## src/rtl/instr_fetch_unit.sv

```systemverilog
// instr_fetch_unit: multi-cycle fetch stage holding the PC, requesting instruction memory and presenting the
// instruction register with decoded fields. Optional macro FETCH_TIMEOUT_EN bounds the REQ wait and errors out.
module instr_fetch_unit #(
    parameter logic [31:0] RESET_PC       = 32'h0000_0000,
    parameter int unsigned TIMEOUT_CYCLES = 255
) (
    input  logic        clk,
    input  logic        reset,
    output logic        imem_req,
    output logic [31:0] imem_addr,
    input  logic        imem_ready,
    input  logic [31:0] imem_rdata,
    input  logic        stall,
    input  logic        branch_taken,
    input  logic [31:0] branch_target,
    output logic [31:0] pc,
    output logic [31:0] pc_plus4,
    output logic [31:0] instr,
    output logic        instr_valid,
    output logic [5:0]  opcode,
    output logic [4:0]  rs,
    output logic [4:0]  rt,
    output logic [4:0]  rd,
    output logic [15:0] imm16,
    output logic        fetch_err
);
    typedef enum logic [1:0] {REQ, HOLD, ERR} state_t;
    state_t      state_q, state_d;
    logic [31:0] pc_q, pc_d, instr_q, instr_d;
`ifdef FETCH_TIMEOUT_EN
    localparam int CW = (TIMEOUT_CYCLES > 255) ? $clog2(TIMEOUT_CYCLES + 1) : 8;
    logic [CW-1:0] cnt_q, cnt_d;
`endif
    // next state: capture on ready, advance or redirect out of HOLD, misaligned redirect traps in ERR
    always_comb begin
        state_d = state_q;
        pc_d    = pc_q;
        instr_d = instr_q;
`ifdef FETCH_TIMEOUT_EN
        cnt_d   = (state_q == REQ && !imem_ready) ? cnt_q + 1'b1 : '0;
`endif
        case (state_q)
            REQ: begin
                if (imem_ready) begin
                    instr_d = imem_rdata;
                    state_d = HOLD;
                end
`ifdef FETCH_TIMEOUT_EN
                else if (32'(cnt_q) + 32'd1 >= TIMEOUT_CYCLES) state_d = ERR;
`endif
            end
            HOLD: begin
                if (!stall) begin
                    pc_d    = branch_taken ? branch_target : pc_q + 32'd4;
                    state_d = (branch_taken && branch_target[1:0] != 2'b00) ? ERR : REQ;
                end
            end
            default: state_d = ERR;
        endcase
    end
    // state registers with synchronous reset; reset wins over a same-cycle ready
    always_ff @(posedge clk) begin
        if (reset) begin
            state_q <= REQ;
            pc_q    <= RESET_PC;
            instr_q <= '0;
`ifdef FETCH_TIMEOUT_EN
            cnt_q   <= '0;
`endif
        end else begin
            state_q <= state_d;
            pc_q    <= pc_d;
            instr_q <= instr_d;
`ifdef FETCH_TIMEOUT_EN
            cnt_q   <= cnt_d;
`endif
        end
    end
    assign imem_req    = (state_q == REQ) && !reset;
    assign imem_addr   = pc_q;
    assign pc          = pc_q;
    assign pc_plus4    = pc_q + 32'd4;
    assign instr       = instr_q;
    assign instr_valid = (state_q == HOLD);
    assign fetch_err   = (state_q == ERR);
    assign opcode      = instr_q[31:26];
    assign rs          = instr_q[25:21];
    assign rt          = instr_q[20:16];
    assign rd          = instr_q[15:11];
    assign imm16       = instr_q[15:0];
endmodule
```

## config.mk

```make
export PLATFORM = sky130hd
export DESIGN_NAME = instr_fetch_unit
export DESIGN_NICKNAME = d
export VERILOG_FILES = /design/src/rtl/instr_fetch_unit.sv
export SDC_FILE = /design/constraint.sdc
export NUM_CORES = 1
export LEC_CHECK = 0
export CAP_MARGIN = 20
export CORE_MARGIN = 2
export CORE_UTILIZATION = 39
export CTS_CLUSTER_DIAMETER = 120
export DETAILED_ROUTE_END_ITERATION = 10
export PLACE_DENSITY_LB_ADDON = 0.12
export SYNTH_ARGS = -nofsm -noshare
export SYNTH_HDL_FRONTEND = slang
export SYNTH_SLANG_ARGS = --single-unit
```

## constraint.sdc

```tcl
create_clock -name clk -period 3.2 [get_ports clk]
set_input_delay 0.64 -clock clk [delete_from_list [all_inputs] [get_ports clk]]
set_output_delay 0.64 -clock clk [all_outputs]
set_load 0.01 [all_outputs]
```

=== Word-level counts from Yosys, hierarchy flattened ===
Cells that the tools add are included.
W data, S select, Z words.

* Flip-flop bits (word level): 66
* Bits of input ports: 69
* Output and inout bits: 168
* Logic and storage cells: 22

* $add $sub $neg: 1
* Eq/ne operators: 4
* Multiplexer cells: 5
* Bitwise operators: 1
* Reduce and logical (&&, ||, !) cells: 8

{| class="wikitable"
|+ Operator list
! operator !! number
|-
| $add A32 B3 Y32 const B || 1
|-
| $mux W32 || 1
|-
| $mux W2 || 3
|-
| $reduce_and A2 Y1 || 3
|-
| $ne A2 B2 Y1 const B || 2
|-
| $pmux W2 S2 || 1
|-
| $eq A2 B1 Y1 const B || 1
|-
| $eq A2 B2 Y1 const B || 1
|-
| $logic_and A1 B1 Y1 || 2
|-
| $logic_not A2 Y1 || 1
|-
| $reduce_bool A2 Y1 || 1
|-
| $logic_not A1 Y1 || 1
|-
| $not A1 Y1 || 1
|}

=== Depth between registers and ports, before layout ===
Gate-level depths: netlist of run 1.

* Depth in word-level cells: 5
* Gate-level depth with buffers: 7
* Mapped depth without buffers: 5

=== Least setup slack after synthesis of run 1 ===
Ideal clock, no wire load.

* Path type: register to output
* From: register pc_q[2], in the netlist imem_addr[2]
* To: output pc_plus4[26]
* Arrival time: 2.053 ns
* Required time: 2.560 ns
* Slack: 0.507 ns
* Stages on the path, launching flop included: 7
* Buffers on the path: 1
* Path through: dfxtp_1 ha_1 nand2_1 or4_1 clkbuf_2 or3_1 xnor2_1

* Cells in the longest elaborated chain, start to end: 1

{| class="wikitable"
|+ Ends and longest elaborated chain
! item !! RTL line !! source
|-
| start: declaration || 29 || <nowiki>logic [31:0] pc_q, pc_d, instr_q, instr_d;</nowiki>
|-
| start signal: assignment || 72 || <nowiki>pc_q <= pc_d;</nowiki>
|-
| $add A32 B3 Y32 || 82 || <nowiki>assign pc_plus4 = pc_q + 32'd4;</nowiki>
|-
| end: declaration || 17 || <nowiki>output logic [31:0] pc_plus4,</nowiki>
|}

No other way between the ends.

=== Worst setup path in the final report of run 1 ===
* From: register pc_q[8], in the netlist imem_addr[8]
* To: output pc_plus4[26]

Same word-level chain as after synthesis.

==> metrics.yaml, run 1 <==
route:
  ant_nets: 0
  wl_per_cell_um: 16.04
  wl_um: 14130
  drt-initial-drc-count: 239
  wl_met2_um: 6970
  routed.top_layer: "met4"
  via_per_inst: 5.321
  m1WireLength_um: 5911
  num_vias: 4688
  wl_met3_um: 998
  drc: 0
  firstDrtPassIters: 5
sta:
  max_slew_margin_pct: 42.86
  layout_setup_ws_ns: 0.1182
  timing.fmax_mhz: 324.5
  tightest_slew_ns: 0.8570
  min_period_ns: 3.082
  maxSlewViolCount: 0
  hold_viol: 0
  timing.final.setup_violations: 0
  skew_ns: 0.01190
  min_period_over_period_pct: 96.30
  holdWs_ns: 0.4691
synthesis:
  syn_avg_cell_area_sq_um: 7.410
  synth_edf_count: 0
  synth_area_sq_um: 4194
  yosysSeqAreaShare_pct: 31.50
  yosys.area.top_type: "dfxtp_1"
  synth_cells: 566
  yosys_warnings: 0
  synthMostInstantiatedCell: "nand2_1"
  synthTopCellsByArea: "dfxtp_1 (32%), buf_4 (13%), nand2_1 (8.8%), a21oi_1 (5.3%), xnor2_1 (3.3%)"
  netlist.area_leader.share_pct: 31.50
  ys.flop_type: "dfxtp_1"
  synth_seq_cells: 66
  syn-num-nets: 636
  synthTopCellsByCount: "nand2_1 (98), buf_4 (71), dfxtp_1 (66), a21oi_1 (44), clkbuf_1 (34)"
  synthArstFlopShare_pct: 0
  yosys.cell_types.count: 58
worst_setup_path:
  crit_fanout: 7
  end_kind: "primary output"
  start_kind: "flop"
  r2r-start: "imem_addr[8]"
  r2r_slack_ns: 1.05
  r2r_cells: 6
  critical_path.endpoint: "pc_plus4[26]"
  crit_arrival_ns: 2.44
  crit_type: "reg -> out"
  cp.required_ns: 2.56
  r2r-end: "imem_addr[20]"
  crit_start: "imem_addr[8]"
clock_tree:
  cts_buffers: 9
  path_clk_slew_ns: 0.08
  clk_latency_ns: 0.34
  htreeDepth: 3
  clock-sinks: 66
  clock_path_buffers: 2
  cts_tree: "yes"
  root_buffer: "clkbuf_8"
layout:
  nets: 810
  antenna_cells: 0
  area_growth_pct: 58.59
  layout-drive-gt1-share_pct: 11.14
status:
  status: "completed"
floorplan:
  die_y_um: 107.7
  core_sq_um: 10370
  start_util_pct: 40.44
  die_x_um: 107.7
  io_pins: 237
  die-area_sq_um: 11600
  rows: 37
grt:
  track_usage_pct: 22.98
  grt_pass1_vias: 4262
  grt_pass1_wl_um: 21370
  grt_overflow: 0
  antenna_found_initial: 0
  grt_max_degree: 54
worst_hold_path:
  worstHoldPathType: "reg -> reg"
placement:
  dp_hpwl_um: 10420
  numPortBuffers: 236
  gp_congestion: 0.8240
  dp_slack_ns: 0.2158
flow_run:
  maxCapViolations: 0
power_and_ir_drop:
  power_density_nw_per_um2: 348.5
  leakage_nw: 2.417
  fin_total_pwr_mw: 2.318
  peakVddDrop_mv: 0.2116
-- per-stage QoR --
step | instance area (sq um) | utilization, % | instances | setup TNS [ns]
floorplan | 4194 | - | 566 | 0
global placement | 6310 | 60.85 | 861 | 0
detailed placement | 6310 | 60.85 | 861 | 0
CTS | 6588 | 63.53 | 877 | 0
global route | 6651 | 64.14 | 881 | -0.003451
finish | 6651 | 64.14 | 881 | 0
-- how the worst min path moves through the flow --
stage / startpoint / to / slack [ns] / depth (start not counted)
global placement: instr[2] / instr[2] / 0.45 / 2
CTS: instr[2] / instr[2] / 0.47 / 2
global route: instr[8] / instr[8] / 0.49 / 2
finish: instr[2] / instr[2] / 0.47 / 2
detailed placement: instr[2] / instr[2] / 0.46 / 2
floorplan: instr[0] / instr[0] / 0.49 / 2
-- worst max-delay path, cell delays in order, from the launching register on --
cell	delay, ns
dfxtp_2	0.38
nand4_1	0.16
buf_4	0.18
or4_1	0.51
or3_1	0.45
xnor2_1	0.16
dlygate4sd2_1	0.28
-- layout by cell type (no fill, tap or decap), types with 4 or more instances in the layout --
cell type / count
nand3_1: 18
o21ai_0: 12
a21oi_1: 44
inv_1: 11
nor4_1: 5
or2_2: 4
dfxtp_1: 61
buf_4: 42
a22oi_1: 4
nand4_1: 10
o31ai_1: 4
nor2_1: 32
xor2_1: 10
clkdlybuf4s50_1: 228
dfxtp_2: 5
clkbuf_8: 10
nor3_1: 15
o211ai_1: 5
or3_1: 4
nor2b_1: 5
nor3b_1: 4
nand2_1: 98
and3_1: 5
a31oi_1: 17
a32o_1: 4
a311o_1: 5
xnor2_1: 16
-- flip-flops by register name, summed over array words and instances (netlist names) --
signal / cells
imem_addr: 32
state_q: 2
instr: 32
-- timing repair --
action,4_1_cts,5_1_grt
gates resized for setup,11,8
hold buffers,0,0
gates cloned,0,1
buffers inserted,0,3
pin swaps,0,1
setup endpoints to repair,6,5
-- final cells by class --
cell class / count / area, sq um
Inverter: 12 / 45.04
Multi-Input combinational cell: 372 / 2175
Sequential cell: 66 / 1328
Clock buffer: 10 / 137.6
Timing Repair Buffer: 279 / 2683
Fill cell: 928 / 3719
Clock inverter: 6 / 113.9
Tap cell: 136 / 170.2
-- report_power, final --
part           leakage, nW  total [mW]  switching [mW]  internal, mW
Combinational         1.76       0.539           0.231         0.307
Clock                0.119       0.869           0.329         0.540
Sequential           0.541       0.910          0.0462         0.864
Total                 2.42        2.32           0.607          1.71
-- per-layer routing --
| metal | track usage [%] | up-vias |
|---|---|---|
| li1 | - | 2253 |
| met3 | 3.995 | 20 |
| met2 | 39.98 | 215 |
| met4 | 7.875 | 0 |
| met1 | 28.50 | 2200 |
| met5 | 0 | - |
-- cell families after synthesis --
logic type,Yosys count,synth area share [%]
compound gates,122,19.30
xor+xnor,26,5.429
fa+ha+maj,1,0.2983
buf+inv,128,18.02
flops,66,31.50
mux,1,0.2387
simple gates,222,25.21
(Power assumes the default switching activity.)
==> inputs of run 2 (changes only) <==
- GPL_ROUTABILITY_DRIVEN: not set -> 0
- GPL_TIMING_DRIVEN: not set -> 0
==> run 2 against run 1 <==
Worst hold slack gained 0.0024 ns. Fmax decreased by 2.9%. Via count is 9.7% higher. Die area unchanged. Clock power decreased by 15%. Global-route usage up 3.7 points. Combinational power is 12% higher. Flip-flop and latch count unchanged. Design area up 8.1%. Utilization up 5.2 points.
==> metrics.yaml, run 2 (synthesized netlist as in run 1, its figures left out) <==
grt:
  grt_pass1_vias: 4995  # was 4262
  grt_pass1_wl_um: 24640  # was 21370 um
  antenna_found_initial: 0  # unchanged
  track_usage_pct: 26.64  # was 22.98%
  grt_overflow: 0  # unchanged
  grt_max_degree: 13  # was 54
layout:
  final_cell_area_sq_um: 7187  # was 6651 sq um
  mostFrequentLayoutCells: "clkdlybuf4s50_1 (227), nand2_1 (97), buf_4 (87)"  # was clkdlybuf4s50_1 (228), nand2_1 (98), dfxtp_1 (61)
  layout-drive-gt1-share_pct: 18.12  # was 11.14%
  fin_cells: 964  # was 881
  antenna_cells: 0  # unchanged
  final_common_cell: "clkdlybuf4s50_1"  # unchanged
  area_growth_pct: 71.36  # was 58.59%
  nets: 893  # was 810
worst_setup_path:
  cp.required_ns: 2.56  # about the same
  r2r_slack_ns: 0.83  # was 1.05 ns
  critPathTopFamily: "simple AND/OR/NAND/NOR gates"  # unchanged
  critPathBufInv: 2  # unchanged
  r2r-start: "state_q[0]"  # was imem_addr[8]
  critical_path.endpoint: "pc_plus4[23]"  # was pc_plus4[26]
  end_kind: "primary output"  # unchanged
  crit_start: "imem_addr[8]"  # unchanged
  cp_slowest_cell: "dfxtp_1"  # was or4_1
  r2r_cells: 5  # was 6
  cp_num_cells: 6  # unchanged
  r2r-end: "imem_addr[2]"  # was imem_addr[20]
  start_kind: "flop"  # unchanged
  cpPeakStageDelay_ns: 0.45  # was 0.51 ns
  crit_type: "reg -> out"  # unchanged
  worstPathCellList: "nand4_1, buf_6, or4_4, o31a_1, or2_2, dlygate4sd2_1"  # was nand4_1, buf_4, or4_1, or3_1, xnor2_1, dlygate4sd2_1
  crit_arrival_ns: 2.53  # was 2.44 ns
  crit_fanout: 7  # unchanged
sta:
  holdWs_ns: 0.4715  # was 0.4691 ns
  tightest_slew_ns: 0.6831  # was 0.8570 ns
  finalSetupTns_ns: 0  # unchanged
  max_slew_margin_pct: 54.46  # was 42.86%
  timing.final.setup_violations: 0  # unchanged
  maxSlewViolCount: 0  # unchanged
  min_period_ns: 3.175  # was 3.082 ns
  timing.fmax_mhz: 315.0  # was 324.5 MHz
  min_period_over_period_pct: 99.22  # was 96.30%
  skew_ns: 0.009203  # was 0.01190 ns
  hold_viol: 0  # unchanged
worst_hold_path:
  min-delay-start: "instr[16]"  # was instr[2]
  worstHoldPathType: "reg -> reg"  # unchanged
flow_run:
  maxCapViolations: 0  # unchanged
power_and_ir_drop:
  peakVddDrop_mv: 0.2382  # was 0.2116 mV
  power_density_nw_per_um2: 314.1  # was 348.5 nW/um^2
  leakage_nw: 2.753  # was 2.417 nW
  fin_total_pwr_mw: 2.257  # was 2.318 mW
floorplan:
  start_util_pct: 40.44  # unchanged
  core_sq_um: 10370  # unchanged
  die-area_sq_um: 11600  # unchanged
  rows: 37  # unchanged
  die_x_um: 107.7  # unchanged
  io_pins: 237  # unchanged
  die_y_um: 107.7  # unchanged
route:
  drt-initial-drc-count: 426  # was 239
  drc: 0  # unchanged
  num_vias: 5144  # was 4688
  m1WireLength_um: 6378  # was 5911 um
  via_per_inst: 5.336  # was 5.321
  wl_per_cell_um: 17.06  # was 16.04 um
  firstDrtPassIters: 6  # was 5
  wl_met3_um: 1475  # was 998 um
  wl_met2_um: 8041  # was 6970 um
  ant_nets: 0  # unchanged
  routed.top_layer: "met4"  # unchanged
  wl_um: 16440  # was 14130 um
placement:
  dp_cells: 938  # was 861
  dp_hpwl_um: 12280  # was 10420 um
  numPortBuffers: 235  # was 236
  place_area_sq_um: 6721  # was 6310 sq um
clock_tree:
  clock-sinks: 66  # unchanged
  root_buffer: "clkbuf_8"  # unchanged
  cts_tree: "yes"  # unchanged
  postCtsHoldBufs: 0  # unchanged
  clk_latency_ns: 0.34  # about the same
  cts_buffers: 9  # unchanged
  path_clk_slew_ns: 0.08  # about the same
  clock_path_buffers: 2  # unchanged
  htreeDepth: 3  # unchanged
status:
  status: "completed"  # unchanged
-- run 2: metal layers --
| metal | vias up | track usage [%] |
|---|---|---|
| li1 | 2428 | - |
| met1 | 2355 | 30.90 |
| met2 | 309 | 46.81 |
| met3 | 52 | 5.387 |
| met4 | 0 | 12.27 |
| met5 | - | 0 |
-- run 2: timing repair --
| item | in CTS | in global routing |
|---|---|---|
| pin swaps | 3 | 4 |
| gates cloned | 0 | 0 |
| setup buffers | 4 | 11 |
| setup endpoints to repair | 19 | 14 |
| gates resized for setup | 47 | 20 |
-- run 2: worst min path at each step --
| stage | endpoint | slack, ns | cells past startpoint |
|---|---|---|---|
| floorplan | instr[0] | 0.49 | 2 |
| global placement | instr[5] | 0.46 | 2 |
| detailed placement | instr[16] | 0.46 | 2 |
| CTS | instr[16] | 0.48 | 2 |
| global route | instr[7] | 0.50 | 2 |
| finish | instr[16] | 0.47 | 2 |
-- run 2: layout make-up --
type,instances,area [sq um]
Buffer,111,732.0
Clock buffer,10,137.6
Clock inverter,6,65.06
Fill cell,855,3183
Inverter,12,45.04
Multi-Input combinational cell,372,2225
Sequential cell,66,1349
Tap cell,136,170.2
Timing Repair Buffer,251,2464
-- run 2: power breakdown --
part           leakage [nW]  switching [mW]  internal [mW]
Combinational          2.10           0.251          0.353
Clock                 0.103           0.353          0.383
Sequential            0.547          0.0553          0.862
-- run 2: worst register-to-register path: cells and delay by family, from the launching register on --
kind	cells	cell delay (ns)
buf+inv	2	0.99
compound gates	1	0.19
flops	1	0.42
simple gates	2	0.70
-- run 2: stage by stage --
stage,setup WS [ns],utilization (%)
after floorplan,0.5070,-
after global placement,-0.5294,64.77
after detailed placement,-0.4652,64.82
after CTS,0.002196,68.17
after global routing,-0.06388,69.31
final,0.02506,69.31
==> inputs of run 3 (changes only) <==
- CAP_MARGIN: 20 -> not set
==> run 3 against run 2 <==
Die area stayed put. Routed wire length shrank 0.55%. Setup slack lost 0.012 ns. Critical endpoint unchanged. Largest cell class unchanged.
==> metrics.yaml, run 3 (synthesized netlist as in run 1, its figures left out) <==
sta:
  min_period_ns: 3.187  # was 3.175 ns
  maxSlewViolCount: 0  # unchanged
  timing.fmax_mhz: 313.8  # was 315.0 MHz
  tightest_slew_ns: 0.6740  # was 0.6831 ns
  finalSetupTns_ns: 0  # unchanged
  min_period_over_period_pct: 99.59  # was 99.22%
  skew_ns: 0.008081  # was 0.009203 ns
  hold_viol: 0  # unchanged
  holdWs_ns: 0.4771  # was 0.4715 ns
  max_slew_margin_pct: 55.07  # was 54.46%
  layout_setup_ws_ns: 0.01297  # was 0.02506 ns
  timing.final.setup_violations: 0  # unchanged
worst_setup_path:
  crit_type: "reg -> out"  # unchanged
  cp.required_ns: 2.56  # about the same
  end_kind: "primary output"  # unchanged
  r2r-start: "state_q[0]"  # unchanged
  r2r_cells: 5  # unchanged
  crit_arrival_ns: 2.55  # was 2.53 ns
  r2r_slack_ns: 0.81  # was 0.83 ns
  start_kind: "flop"  # unchanged
  crit_fanout: 8  # was 7
  r2r-end: "imem_addr[2]"  # unchanged
floorplan:
  core_sq_um: 10370  # unchanged
  io_pins: 237  # unchanged
  die_x_um: 107.7  # unchanged
  start_util_pct: 40.44  # unchanged
  rows: 37  # unchanged
  die-area_sq_um: 11600  # unchanged
  die_y_um: 107.7  # unchanged
clock_tree:
  path_clk_slew_ns: 0.08  # about the same
  cts_buffers: 9  # unchanged
  root_buffer: "clkbuf_8"  # unchanged
  clk_latency_ns: 0.34  # about the same
  postCtsHoldBufs: 0  # unchanged
  clock_path_buffers: 2  # unchanged
  cts_tree: "yes"  # unchanged
  htreeDepth: 3  # unchanged
  clock-sinks: 66  # unchanged
worst_hold_path:
  min-delay-start: "instr[16]"  # unchanged
  whs_endpoint: "instr[16]"  # unchanged
  worstHoldPathType: "reg -> reg"  # unchanged
  hold-path-cell-count: 2  # unchanged
route:
  wl_met2_um: 8020  # was 8041 um
  wl_per_cell_um: 16.98  # was 17.06 um
  routed.top_layer: "met4"  # unchanged
  via_per_inst: 5.374  # was 5.336
  firstDrtPassIters: 6  # unchanged
  wl_met3_um: 1614  # was 1475 um
  drc: 0  # unchanged
  ant_nets: 0  # unchanged
  num_vias: 5175  # was 5144
  drt-initial-drc-count: 515  # was 426
  wl_um: 16350  # was 16440 um
  m1WireLength_um: 6105  # was 6378 um
status:
  status: "completed"  # unchanged
layout:
  nets: 892  # was 893
  area_growth_pct: 70.85  # was 71.36%
  final_common_cell: "clkdlybuf4s50_1"  # unchanged
  final_cell_area_sq_um: 7166  # was 7187 sq um
  layout-drive-gt1-share_pct: 17.90  # was 18.12%
  mostFrequentLayoutCells: "clkdlybuf4s50_1 (227), nand2_1 (96), buf_4 (89)"  # was clkdlybuf4s50_1 (227), nand2_1 (97), buf_4 (87)
  antenna_cells: 0  # unchanged
  utilization_pct: 69.10  # was 69.31%
grt:
  grt_pass1_vias: 4949  # was 4995
  track_usage_pct: 26.98  # was 26.64%
  grt_max_degree: 13  # unchanged
  grt_pass1_wl_um: 24780  # was 24640 um
  grt_overflow: 0  # unchanged
  antenna_found_initial: 0  # unchanged
power_and_ir_drop:
  peakVddDrop_mv: 0.1892  # was 0.2382 mV
  power_density_nw_per_um2: 314.2  # was 314.1 nW/um^2
  leakage_nw: 2.719  # was 2.753 nW
placement:
  numPortBuffers: 235  # unchanged
  dp_hpwl_um: 12390  # was 12280 um
  dp_slack_ns: -0.5589  # was -0.4652 ns
  place_area_sq_um: 6716  # was 6721 sq um
flow_run:
  maxCapViolations: 0  # unchanged
run 3: changes by cell type in the layout (fill, tap and decap cells not counted), moves of 2 or more:
cell,before,now
buf_4,87,89
buf_2,3,1
dlygate4sd2_1,5,7
buf_6,5,3
dlymetal6s2s_1,2,0
run 3: area by class of cell:
class | count | area, sq um
fillers | 895 | 3204
repair buffers | 249 | 2444
multi-input cells | 372 | 2223
flip-flops and latches | 66 | 1349
plain buffers | 112 | 732.0
well taps | 136 | 170.2
clock buffers | 10 | 137.6
clock inverters | 6 | 65.06
inverters | 12 | 45.04
run 3: critical path, stage by stage (launching register included):
cell and delay (ns):
dfxtp_2 0.35, buf_4 0.15, nand4_1 0.15, buf_6 0.18, or4_4 0.43, o31a_1 0.32
or2_2 0.32, dlygate4sd2_1 0.29
run 3: worst max path at each step:
| stage | cells past startpoint | start | slack (ns) | end |
|---|---|---|---|---|
| 3_5_place_dp | 7 | imem_addr[4] | -0.56 | pc_plus4[17] |
| 5_1_grt | 8 | imem_addr[5] | -0.07 | pc_plus4[23] |
| 3_3_place_gp | 7 | imem_addr[4] | -0.53 | pc_plus4[17] |
| 6_report | 7 | imem_addr[5] | 0.01 | pc_plus4[23] |
| 4_1_cts | 7 | imem_addr[5] | 0.006 | pc_plus4[26] |
| 2_1_floorplan | 6 | imem_addr[2] | 0.51 | pc_plus4[26] |
run 3: where the power goes:
group | internal [mW] | total (mW) | switching (mW)
sequential | 0.863 | 0.920 | 0.0573
combinational | 0.351 | 0.599 | 0.248
clock | 0.383 | 0.733 | 0.350
total | 1.60 | 2.25 | 0.655
run 3: per-layer routing:
metal  GRT usage [%]  vias up
li1                -     2421
met1           30.78     2362
met2           48.11      331
met3           5.024       61
met4           12.91        0
met5               0        -
run 3: metrics by stage:
| stage | power [mW] | instances |
|---|---|---|
| 2_1_floorplan | 1.187 | 566 |
| 6_report | 2.252 | 963 |
| 3_3_place_gp | 1.522 | 937 |
| 5_1_grt | 2.335 | 963 |
| 4_1_cts | 2.263 | 959 |
| 3_5_place_dp | 1.535 | 937 |
run 3: timing repair:
action | 4_1_cts | 5_1_grt
setup buffers | 7 | 7
pin swaps | 3 | 5
gates resized for setup | 50 | 13
endpoints found under the setup margin | 19 | 12
